[config.mk]
export PLATFORM = sky130hd
export DESIGN_NAME = mux_scan_ctrl
export DESIGN_NICKNAME = d
export VERILOG_FILES = /design/src/rtl/mux_scan_ctrl_pkg.sv /design/src/rtl/mux_scan_ctrl_settle_timer.sv /design/src/rtl/mux_scan_ctrl.sv
export SDC_FILE = /design/constraint.sdc
export NUM_CORES = 1
export LEC_CHECK = 0
export CAP_MARGIN = 5
export CELL_PAD_IN_SITES_DETAIL_PLACEMENT = 0
export CELL_PAD_IN_SITES_GLOBAL_PLACEMENT = 1
export CORE_MARGIN = 2
export CORE_UTILIZATION = 31
export CTS_BUF_LIST = sky130_fd_sc_hd__clkbuf_8
export DETAILED_ROUTE_END_ITERATION = 10
export PLACE_DENSITY = 0.71
export SLEW_MARGIN = 30
export SYNTH_ARGS = -nofsm -noshare
export SYNTH_HDL_FRONTEND = slang
export SYNTH_HIERARCHICAL = 1
export SYNTH_SLANG_ARGS = --single-unit
export TNS_END_PERCENT = 100
[constraint.sdc]
create_clock -name clk -period 4.6 [get_ports clk]
set_clock_uncertainty 0.1 [all_clocks]
set_input_delay 0.69 -clock clk [delete_from_list [all_inputs] [get_ports clk]]
set_output_delay 0.69 -clock clk [all_outputs]
set_load 0.01 [all_outputs]
[src/rtl/mux_scan_ctrl_pkg.sv]
// Shared types and sizes for the four-channel mux scan controller.
package mux_scan_pkg;

  localparam int NUM_CH = 4;
  localparam int SEL_W  = 2;
  localparam int CNT_W  = 4;

  typedef enum logic [1:0] {
    IDLE   = 2'd0,
    SETTLE = 2'd1,
    SAMPLE = 2'd2,
    HOLD   = 2'd3
  } state_t;

endpackage

[src/rtl/mux_scan_ctrl_settle_timer.sv]
// Settle down-counter: load a value, count down while enabled, flag zero.
module settle_timer
  import mux_scan_pkg::*;
(
  input  logic             clk,
  input  logic             rst,
  input  logic             load,
  input  logic             en,
  input  logic [CNT_W-1:0] load_val,
  output logic             done
);

  logic [CNT_W-1:0] cnt;

  // Parks at zero; it only leaves zero through a reload.
  always_ff @(posedge clk) begin
    if (rst) begin
      cnt <= '0;
    end else if (load) begin
      cnt <= load_val;
    end else if (en && (cnt != '0)) begin
      cnt <= cnt - 1'b1;
    end
  end

  assign done = (cnt == '0);

endmodule

[src/rtl/mux_scan_ctrl.sv]
// Steps an external 4:1 mux through all channels, lets each settle, samples
// it, and presents the complete scan as a frame with a valid/ready handshake.
//
// state  | meaning
// IDLE   | waiting for start, selects parked at 00
// SETTLE | select lines driving ch, waiting SETTLE_CYCLES clocks
// SAMPLE | one clock, mux_out captured into shadow bit ch
// HOLD   | complete frame presented, waiting for frame_ready
module mux_scan_ctrl
  import mux_scan_pkg::*;
#(
  parameter int unsigned SETTLE_CYCLES = 3
) (
  input  logic              clk,
  input  logic              rst,
  input  logic              start,
  input  logic              cont,
  input  logic              mux_out,
  output logic              sel1,
  output logic              sel0,
  output logic              busy,
  output logic [NUM_CH-1:0] frame,
  output logic              frame_valid,
  input  logic              frame_ready
);

  // The timer hits zero on its last SETTLE clock, so it is loaded one short.
  localparam logic [CNT_W-1:0] RELOAD = CNT_W'(SETTLE_CYCLES - 1);
  localparam logic [SEL_W-1:0] LAST_CH = SEL_W'(NUM_CH - 1);

  state_t            state;
  logic [SEL_W-1:0]  ch;
  logic [NUM_CH-1:0] shadow;
  logic [NUM_CH-1:0] shadow_next;
  logic              timer_load;
  logic              timer_done;
  logic              handshake;

  assign handshake = (state == HOLD) && frame_ready;

  always_comb begin
    timer_load = 1'b0;
    case (state)
      IDLE:    timer_load = start;
      SAMPLE:  timer_load = (ch != LAST_CH);
      HOLD:    timer_load = frame_ready && cont;
      default: timer_load = 1'b0;
    endcase
  end

  always_comb begin
    shadow_next     = shadow;
    shadow_next[ch] = mux_out;
  end

  settle_timer u_settle_timer (
    .clk      (clk),
    .rst      (rst),
    .load     (timer_load),
    .en       (state == SETTLE),
    .load_val (RELOAD),
    .done     (timer_done)
  );

  always_ff @(posedge clk) begin
    if (rst) begin
      state  <= IDLE;
      ch     <= '0;
      shadow <= '0;
      frame  <= '0;
    end else begin
      case (state)
        IDLE: begin
          if (start) begin
            ch    <= '0;
            state <= SETTLE;
          end
        end
        SETTLE: begin
          if (timer_done) state <= SAMPLE;
        end
        SAMPLE: begin
          shadow <= shadow_next;
          if (ch == LAST_CH) begin
            frame <= shadow_next;
            state <= HOLD;
          end else begin
            ch    <= ch + 1'b1;
            state <= SETTLE;
          end
        end
        HOLD: begin
          if (handshake) begin
            ch    <= '0;
            state <= cont ? SETTLE : IDLE;
          end
        end
        default: state <= IDLE;
      endcase
    end
  end

  assign {sel1, sel0}  = ((state == SETTLE) || (state == SAMPLE)) ? ch : '0;
  assign busy          = (state != IDLE);
  assign frame_valid   = (state == HOLD);

endmodule

==> results of run 1 <==
[through the flow]
step | setup WS [ns] | cells
after floorplan | 2.552 | 115
after global placement | 2.297 | 158
after detailed placement | 2.252 | 158
after CTS | 2.051 | 162
after global routing | 1.962 | 162
final | 2.069 | 162
[state kept, by name, indices dropped and copies added, names as in the netlist]
signal / cells
frame: 4
u_settle_timer/cnt: 4
shadow: 3
ch: 2
state: 2
[report_power, final]
group | total (W) | switching, W | internal (W) | leakage, nW
sequential | 0.000188 | 0.0000292 | 0.000159 | 0.122
clock | 0.000105 | 0.0000455 | 0.0000599 | 0.0255
combinational | 0.000306 | 0.000168 | 0.000138 | 0.278
[layout by cell type, fill, tap and decap left out, types with 2 or more instances in the layout]
master,n
nand3_1,5
mux2i_1,4
a211oi_1,6
clkdlybuf4s50_1,13
nor2b_1,2
nand4b_1,2
nand2_1,14
clkbuf_8,3
a41oi_1,2
ha_1,10
and2_1,2
dfxtp_1,15
conb_1,4
nor2_1,8
inv_1,9
a21oi_1,8
a311oi_1,3
nand2b_1,3
[path summary, 6_finish.rpt]
path / depth (start not counted) / start / to
min reg2reg: 2 / shadow[2]$_SDFFE_PP0P_ / shadow[2]$_SDFFE_PP0P_
max: 4 / state[1]$_SDFFE_PP0P_ / sel0
max reg2reg: 7 / state[0]$_SDFFE_PP0P_ / u_settle_timer/cnt[1]$_SDFFE_PP0P_
min: 2 / shadow[2]$_SDFFE_PP0P_ / shadow[2]$_SDFFE_PP0P_
[synth_stat cells (all sizes together)]
cell,instances
dfxtp,15
nand2,14
ha,10
inv,9
a21oi,8
nor2,8
a211oi,6
nand3,5
mux2i,4
a311oi,3
and2,3
clkbuf,3
nand2b,3
a41oi,2
conb,2
nand4b,2
nor2b,2
or3b,2
a2111oi,1
a21o,1
a311o,1
a31o,1
a31oi,1
and2b,1
and3,1
nor3,1
nor4b,1
o31ai,1
or2,1
or4,1
[layout make-up]
type | instances | area [um2] | area share [%]
Inverter | 9 | 33.78 | 2.882
Tap cell | 33 | 41.29 | 3.522
Multi-Input combinational cell | 88 | 620.6 | 52.94
Timing Repair Buffer | 13 | 130.1 | 11.10
Sequential cell | 15 | 300.3 | 25.61
Clock buffer | 3 | 41.29 | 3.522
Clock inverter | 1 | 5.005 | 0.4269
[kinds of logic (layout without fill, tap and decap cells)]
| kind of cell | Yosys count | after routing |
|---|---|---|
| simple gates | 45 | 45 |
| buf+inv | 12 | 26 |
| other cells | 2 | 4 |
| mux | 4 | 4 |
| flops | 15 | 15 |
| fa+ha+maj | 10 | 10 |
| compound gates | 25 | 25 |
[per-layer routing]
layer	vias to the layer above	part of all wire, %	track usage [%]
met2	7	52	21.66
met1	382	45	13.38
met3	0	3.0	3.930
met5	-	0	0
li1	427	-	-
met4	0	0	1.905
[tightest hold or removal path, delay by kind of cell (launching register included)]
family	cells	cell delay [ns]
compound gates	1	0.05
flops	1	0.31
simple gates	1	0.05
==> results.sh, run 1 <==
export IMPL_crit_path_cell_trace="inv_1, ha_1, and2_2, clkdlybuf4s50_1"
export IMPL_p_per_area_mw_per_mm2=511.2
export IMPL_ys_warn_count=6
export IMPL_syn_avg_cell_area_um2=8.482
export IMPL_synth_xor_area_share_pct=0
export IMPL_ant_nets=0
export IMPL_fmax_ghz=0.3951
export IMPL_cp_max_fo=6
export IMPL_worst_setup_path_start_kind="register"
export IMPL_cap_violations=0
export IMPL_crit_family="buffers and inverters"
export IMPL_cts_tree="done"
export IMPL_antenna_found_initial=0
export IMPL_drt_first_pass_iters=4
export IMPL_nFillCells=333
export IMPL_status="complete, no violations"
export IMPL_worstHoldPathType="register to register"
export IMPL_syn_inst=113
export IMPL_synthSimpleGateAreaFrac_pct=25.46
export IMPL_ctsResizeCount=0
export IMPL_grt_max_degree=18
export IMPL_grt_remaining_overflow=0
export IMPL_synthMuxAreaShare_pct=4.178
export IMPL_antennaDiodeCount=0
export IMPL_rsz0062_at_grt="no"
export IMPL_final_area_mm2=0.001172
export IMPL_cts_root_buf="clkbuf_8"
export IMPL_crit_type="register to output port"
export IMPL_fin_total_pwr_w=0.0005993
export IMPL_clock_latency_ns=0.24
export IMPL_clockBufferDepth=2
export IMPL_synth_compound_area_share_pct=20.50
export IMPL_leakage_nw=0.4252
export IMPL_core_region_area_mm2=0.003003
export IMPL_cts_buffers=3
export IMPL_io_pins=14
export IMPL_final_max_slew_viol_count=0
export IMPL_synth_seq_cells=15
export IMPL_cp_data_required_time_ns=3.81
export IMPL_period_share_pct=55.02
export IMPL_fin_nets=146
export IMPL_routed_via_density=5.037
export IMPL_die_h_um=59.60
export IMPL_area_growth_pct=22.32
export IMPL_initial_core_util_pct=31.92
export IMPL_via_count=816
export IMPL_synth_top_area_cell="dfxtp_1"
export IMPL_slowest_delay_ns=0.53
export IMPL_grt_pass1_wl_um=3208
export IMPL_h_tree_depth=1
export IMPL_port_buffers=13
export IMPL_cp_end_kind="output port"
export IMPL_synthAdderAreaFrac_pct=13.05
export IMPL_drt_initial_drc_count=15
export IMPL_ir_worst_vdd_v=0.0002850
export IMPL_final_util_pct=39.04
export IMPL_r2r_slack_ns=2.42
export IMPL_num_rows=20
export IMPL_die_w_um=59.60
export IMPL_synth_top_family_by_area="simple AND/OR/NAND/NOR gates"
export IMPL_clkSinkCount=15
export IMPL_post_cts_buffers=0
export IMPL_setup_viol=0
export IMPL_dieArea_mm2=0.003552
export IMPL_final_min_clock_period_ns=2.531
export IMPL_clkTransAtPathRegs_ns=0.06
export IMPL_drive_above_1_share_pct=6.977
export IMPL_routabilityCongestion=0.7493
export IMPL_cp_data_arrival_time_ns=1.74
export IMPL_hold_viol=0
export IMPL_tightest_slew_ns=0.7149
export IMPL_synth_top_cell_area_share_pct=31.33
export IMPL_slew_headroom_pct=52.19
export IMPL_syn_cell_area_um2=958.4
export IMPL_grt_use_total_pct=11.80
export IMPL_synth_cell_types=32
export IMPL_slowest_stage="clkdlybuf4s50_1"
export IMPL_placed_area_mm2=0.001126
export IMPL_critPathBufInv=2
export IMPL_yosys_top_cells_area="dfxtp_1, ha_1, nand2_1"
export IMPL_hpwlAfterDp_um=1431
export IMPL_first_global_vias=770
export IMPL_drc=0
export IMPL_whs_ns=0.3574
export IMPL_synth_seq_area_share_pct=31.33
export IMPL_tns_ns=0
export IMPL_wl_per_cell_um=11.51
export IMPL_totalWireLength_um=1865
export IMPL_cts_hold_buf=0
No activity file was read; power rests on OpenSTA's default activity.
==> run 2: changes to the inputs <==
==> constraint.sdc (replaced) <==
create_clock -name clk -period 2.51 [get_ports clk]
set_clock_uncertainty 0.1 [all_clocks]
set_input_delay 0.3765 -clock clk [delete_from_list [all_inputs] [get_ports clk]]
set_output_delay 0.3765 -clock clk [all_outputs]
set_load 0.01 [all_outputs]
==> run 2 against run 1 <==
Final cell count rose by 1.9%. Clock-buffer cell count did not move. Combinational power rose by 94%. Critical path depth did not move. Via count fell by 0.12%. Wire length rose by 7.9%. Sequential share of layout area fell by 0.48 points. Sequential power rose by 83%. Largest cell class unchanged. Largest power group unchanged.
==> results.sh, run 2 (same netlist as run 1, synthesis figures left out) <==
export IMPL_area_growth_pct=24.67
export IMPL_clockBufferDepth=2
export IMPL_cp_end_kind="output port"
export IMPL_worstHoldPathType="register to register"
export IMPL_die_h_um=59.60
export IMPL_tns_ns=0
export IMPL_register_area_um2=300.3
export IMPL_min_from="shadow[1]$_SDFFE_PP0P_"
export IMPL_intPower_w=0.0006676
export IMPL_final_max_slew_viol_count=0
export IMPL_status="complete, no violations"
export IMPL_critPathBufInv=2
export IMPL_totalWireLength_um=2013
export IMPL_antenna_found_initial=0
export IMPL_grt_remaining_overflow=0
export IMPL_final_cell_mix="dfxtp_1, nand2_1, clkdlybuf4s50_1, ha_1, inv_1"
export IMPL_final_common_cell="dfxtp_1"
export IMPL_top_regs="frame (4), u_settle_timer/cnt (4), shadow (3)"
export IMPL_post_cts_buffers=0
export IMPL_worst_setup_path_start_kind="register"
export IMPL_die_w_um=59.60
export IMPL_via_count=815
export IMPL_r2r_end="u_settle_timer/cnt[1]$_SDFFE_PP0P_"
export IMPL_cts_tree="done"
export IMPL_r2r_worst_path_cells=7
export IMPL_p_seq_share_pct=30.4
export IMPL_r2r_slack_ns=0.58
export IMPL_cp_max_fo=6
export IMPL_cp_data_arrival_time_ns=1.74
export IMPL_clkSinkCount=15
export IMPL_initial_core_util_pct=31.92
export IMPL_drive_above_1_share_pct=9.091
export IMPL_clock_latency_ns=0.25
export IMPL_crit_type="register to output port"
export IMPL_ctsResizeCount=0
export IMPL_period_share_pct=88.30
export IMPL_hold_depth=2
export IMPL_routed_via_density=4.939
export IMPL_port_buffers=13
export IMPL_nFillCells=326
export IMPL_holdPathEnd="shadow[1]$_SDFFE_PP0P_"
export IMPL_slowest_delay_ns=0.52
export IMPL_ant_nets=0
export IMPL_placed_area_mm2=0.001149
export IMPL_crit_path_cell_trace="inv_1, ha_1, and2_2, clkdlybuf4s50_1"
export IMPL_cp_data_required_time_ns=2.03
export IMPL_fmax_ghz=0.4512
export IMPL_wl_per_cell_um=12.20
export IMPL_h_tree_depth=1
export IMPL_final_area_mm2=0.001195
export IMPL_cts_root_buf="clkbuf_8"
export IMPL_slowest_stage="clkdlybuf4s50_1"
export IMPL_grt_max_degree=12
export IMPL_fin_nets=149
export IMPL_hpwlAfterDp_um=1551
export IMPL_first_global_vias=802
export IMPL_cts_buffers=3
export IMPL_dieArea_mm2=0.003552
export IMPL_core_region_area_mm2=0.003003
export IMPL_p_switching_w=0.0004646
export IMPL_multiInputGateArea_um2=620.6
export IMPL_cts_hold_buf=0
export IMPL_io_pins=14
export IMPL_clkTransAtPathRegs_ns=0.06
export IMPL_clockPowerShare_pct=17.2
export IMPL_drt_initial_drc_count=27
export IMPL_setup_viol=0
export IMPL_p_per_area_mw_per_mm2=947.5
export IMPL_hold_viol=0
export IMPL_power_frac_comb_pct=52.4
export IMPL_cap_violations=0
export IMPL_rr_startpoint="state[0]$_SDFFE_PP0P_"
export IMPL_leakage_nw=0.4405
export IMPL_grt_use_total_pct=12.79
export IMPL_switching_share_pct=41.03
export IMPL_grt_pass1_wl_um=3450
export IMPL_num_rows=20
export IMPL_antennaDiodeCount=0
export IMPL_routabilityCongestion=0.7314
export IMPL_drt_first_pass_iters=4
export IMPL_drc=0
export IMPL_ir_worst_vdd_v=0.0004768
export IMPL_final_min_clock_period_ns=2.216
export IMPL_crit_family="buffers and inverters"
export IMPL_rsz0062_at_grt="no"
-- run 2: cell types whose count changed in the layout (fill, tap and decap cells not counted), sizes merged --
cell / before / now
buf: 0 / 3
-- run 2: per-layer routing --
metal	GRT usage (%)	part of all wire [%]	wire length (um)	vias up
met5	0	0	0	-
met4	2.857	0.45	9	0
met2	21.35	47	943	11
met1	16.16	49	992	367
met3	3.930	3.4	68	2
li1	-	-	-	435
-- run 2: final cells by class --
cell class                 count  area share, %
clock buffer                   3          3.455
clock inverter                 1         0.4188
inverter                       9          2.827
multi-input combinational     88          51.94
sequential                    15          25.13
tap                           33          3.455
timing repair buffer          16          12.77
-- run 2: power groups by stage --
stage                     Sequential [W]  Combinational [W]  Clock [W]
after CTS                       0.000342           0.000600   0.000207
after floorplan                 0.000337           0.000442          0
final                           0.000344           0.000593   0.000195
after detailed placement        0.000347           0.000597          0
after global routing            0.000352           0.000663   0.000211
after global placement          0.000347           0.000575          0
-- run 2: how the worst max path moves through the flow --
| stage | start | endpoint | slack (ns) | cells after the start |
|---|---|---|---|---|
| global route | state[0]$_SDFFE_PP0P_ | sel0 | 0.21 | 4 |
| finish | state[1]$_SDFFE_PP0P_ | sel0 | 0.29 | 4 |
| floorplan | state[0]$_SDFFE_PP0P_ | u_settle_timer/cnt[1]$_SDFFE_PP0P_ | 0.46 | 8 |
| detailed placement | frame_ready | u_settle_timer/cnt[1]$_SDFFE_PP0P_ | 0.50 | 5 |
| global placement | start | u_settle_timer/cnt[1]$_SDFFE_PP0P_ | 0.53 | 5 |
| CTS | state[1]$_SDFFE_PP0P_ | sel0 | 0.28 | 4 |
-- run 2: worst min-delay path, delay by kind of cell, from the launching register on --
kind / cells / cell delay, ns
flip-flops: 1 / 0.31
AO/OA/AOI/OAI: 1 / 0.05
AND/OR/NAND/NOR: 1 / 0.05
-- run 2: stage by stage --
stage                     std cells  util (%)   power, W  hold slack, ns  setup slack, ns
after floorplan                 115         -  0.0007789          0.3357           0.4625
after global placement          161     38.25  0.0009218          0.3436           0.5339
after detailed placement        161     38.25  0.0009438          0.3498           0.4968
after CTS                       165     39.79   0.001149          0.3624           0.2832
after global routing            165     39.79   0.001226          0.3832           0.2075
final                           165     39.79   0.001132          0.3591           0.2936
==> run 3: changes to the inputs <==
--- a/config.mk
+++ b/config.mk
@@ -5,7 +5,6 @@
 export SDC_FILE = /design/constraint.sdc
 export NUM_CORES = 1
 export LEC_CHECK = 0
-export CAP_MARGIN = 5
 export CELL_PAD_IN_SITES_DETAIL_PLACEMENT = 0
 export CELL_PAD_IN_SITES_GLOBAL_PLACEMENT = 1
 export CORE_MARGIN = 2
@@ -13,6 +12,7 @@
 export CTS_BUF_LIST = sky130_fd_sc_hd__clkbuf_8
 export DETAILED_ROUTE_END_ITERATION = 10
 export PLACE_DENSITY = 0.71
+export REMOVE_ABC_BUFFERS = 1
 export SLEW_MARGIN = 30
 export SYNTH_ARGS = -nofsm -noshare
 export SYNTH_HDL_FRONTEND = slang
==> run 3 against run 2 <==
Worst setup slack better by 0.0049 ns. Highest routed layer unchanged. Cell area decreased by 0.73%. Critical path type unchanged. Clock power fell by 4%. Final cell count decreased by 0.61%. Maximum frequency grew 0.22%.
==> results.sh, run 3 (same netlist as run 1, synthesis figures left out) <==
export IMPL_core_region_area_mm2=0.003003
export IMPL_crit_type="register to output port"
export IMPL_clock_latency_ns=0.24
export IMPL_tns_ns=0
export IMPL_fin_total_pwr_w=0.001112
export IMPL_clkSinkCount=15
export IMPL_fmax_ghz=0.4522
export IMPL_port_buffers=13
export IMPL_drt_initial_drc_count=19
export IMPL_routabilityCongestion=0.7371
export IMPL_h_tree_depth=1
export IMPL_via_count=854
export IMPL_dieArea_mm2=0.003552
export IMPL_clockBufferDepth=2
export IMPL_drive_above_1_share_pct=7.634
export IMPL_status="complete, no violations"
export IMPL_cp_data_required_time_ns=2.03
export IMPL_p_per_area_mw_per_mm2=937.2
export IMPL_cts_root_buf="clkbuf_8"
export IMPL_crit_path_cell_trace="inv_1, ha_1, and2_2, clkdlybuf4s50_1"
export IMPL_final_max_slew_viol_count=0
export IMPL_slowest_delay_ns=0.52
export IMPL_critPathBufInv=2
export IMPL_num_rows=20
export IMPL_crit_family="buffers and inverters"
export IMPL_cts_tree="done"
export IMPL_cap_violations=0
export IMPL_cts_hold_buf=0
export IMPL_first_global_vias=789
export IMPL_die_h_um=59.60
export IMPL_final_min_clock_period_ns=2.212
export IMPL_routed_via_density=5.207
export IMPL_worst_setup_path_start_kind="register"
export IMPL_hpwlAfterDp_um=1532
export IMPL_drc=0
export IMPL_slowest_stage="clkdlybuf4s50_1"
export IMPL_area_growth_pct=23.76
export IMPL_hold_viol=0
export IMPL_worstHoldPathType="register to register"
export IMPL_wl_per_cell_um=11.98
export IMPL_grt_remaining_overflow=0
export IMPL_cts_buffers=3
export IMPL_top_regs="frame (4), u_settle_timer/cnt (4), shadow (3)"
export IMPL_leakage_nw=0.4366
export IMPL_initial_core_util_pct=31.92
export IMPL_antenna_found_initial=0
export IMPL_ir_worst_vdd_v=0.0006138
export IMPL_ant_nets=0
export IMPL_fin_nets=148
export IMPL_antennaDiodeCount=0
export IMPL_final_cell_mix="dfxtp_1, nand2_1, clkdlybuf4s50_1, inv_1, ha_1"
export IMPL_final_common_cell="dfxtp_1"
export IMPL_grt_pass1_wl_um=3456
export IMPL_setup_viol=0
export IMPL_cp_end_kind="output port"
export IMPL_die_w_um=59.60
export IMPL_grt_use_total_pct=12.68
export IMPL_cp_data_arrival_time_ns=1.74
export IMPL_post_cts_buffers=0
export IMPL_period_share_pct=88.11
export IMPL_clkTransAtPathRegs_ns=0.06
export IMPL_io_pins=14
export IMPL_cp_max_fo=6
export IMPL_drt_first_pass_iters=4
export IMPL_rsz0062_at_grt="no"
export IMPL_ctsResizeCount=0
export IMPL_totalWireLength_um=1964
export IMPL_grt_max_degree=13
[run 3: cell type report]
type / count / area, um2
clock inverter: 1 / 3.754
sequential: 15 / 300.3
timing repair buffer: 15 / 145.1
fill: 318 / 1817
inverter: 9 / 33.78
tap: 33 / 41.29
multi-input combinational: 88 / 620.6
clock buffer: 3 / 41.29
[run 3: through the flow]
stage               hold slack, ns  instances  utilization, %  worst slack, ns  cell area, um2
global placement            0.3447        160           38.00           0.4198            1141
CTS                         0.3561        164           39.50           0.2877            1186
detailed placement          0.3473        160           38.00           0.3293            1141
floorplan                   0.3296        112               -           0.5710           954.7
finish                      0.3526        164           39.50           0.2985            1186
global route                0.3721        164           39.50           0.1049            1186
[run 3: final timing paths]
check | end | slack, ns | cells after the start | startpoint
max | sel0 | 0.30 | 4 | state[1]$_SDFFE_PP0P_
min | shadow[0]$_SDFFE_PP0P_ | 0.35 | 2 | shadow[0]$_SDFFE_PP0P_
max reg2reg | u_settle_timer/cnt[1]$_SDFFE_PP0P_ | 0.35 | 7 | state[0]$_SDFFE_PP0P_
min reg2reg | shadow[0]$_SDFFE_PP0P_ | 0.35 | 2 | shadow[0]$_SDFFE_PP0P_
[run 3: per-layer routing]
metal  vias up  share of wire [%]  GRT usage [%]  routed length (um)
met1       398                 47          14.89                 930
met4         0               0.41          2.540                   8
li1        434                  -              -                   -
met5         -                  0              0                   0
met3         2                4.9          4.148                  97
met2        20                 47          22.45                 928
[run 3: where the power goes]
group          internal (W)  total, W  switching, W  leakage, nW
logic              0.000263  0.000580      0.000318        0.288
clock network      0.000108  0.000187     0.0000786       0.0269
registers          0.000292  0.000345     0.0000532        0.122
total              0.000662   0.00111      0.000450        0.437
[run 3: worst min-delay path: stages (launching register included)]
cell,delay [ns]
dfxtp_1,0.31
nand2_1,0.05
a21oi_1,0.05
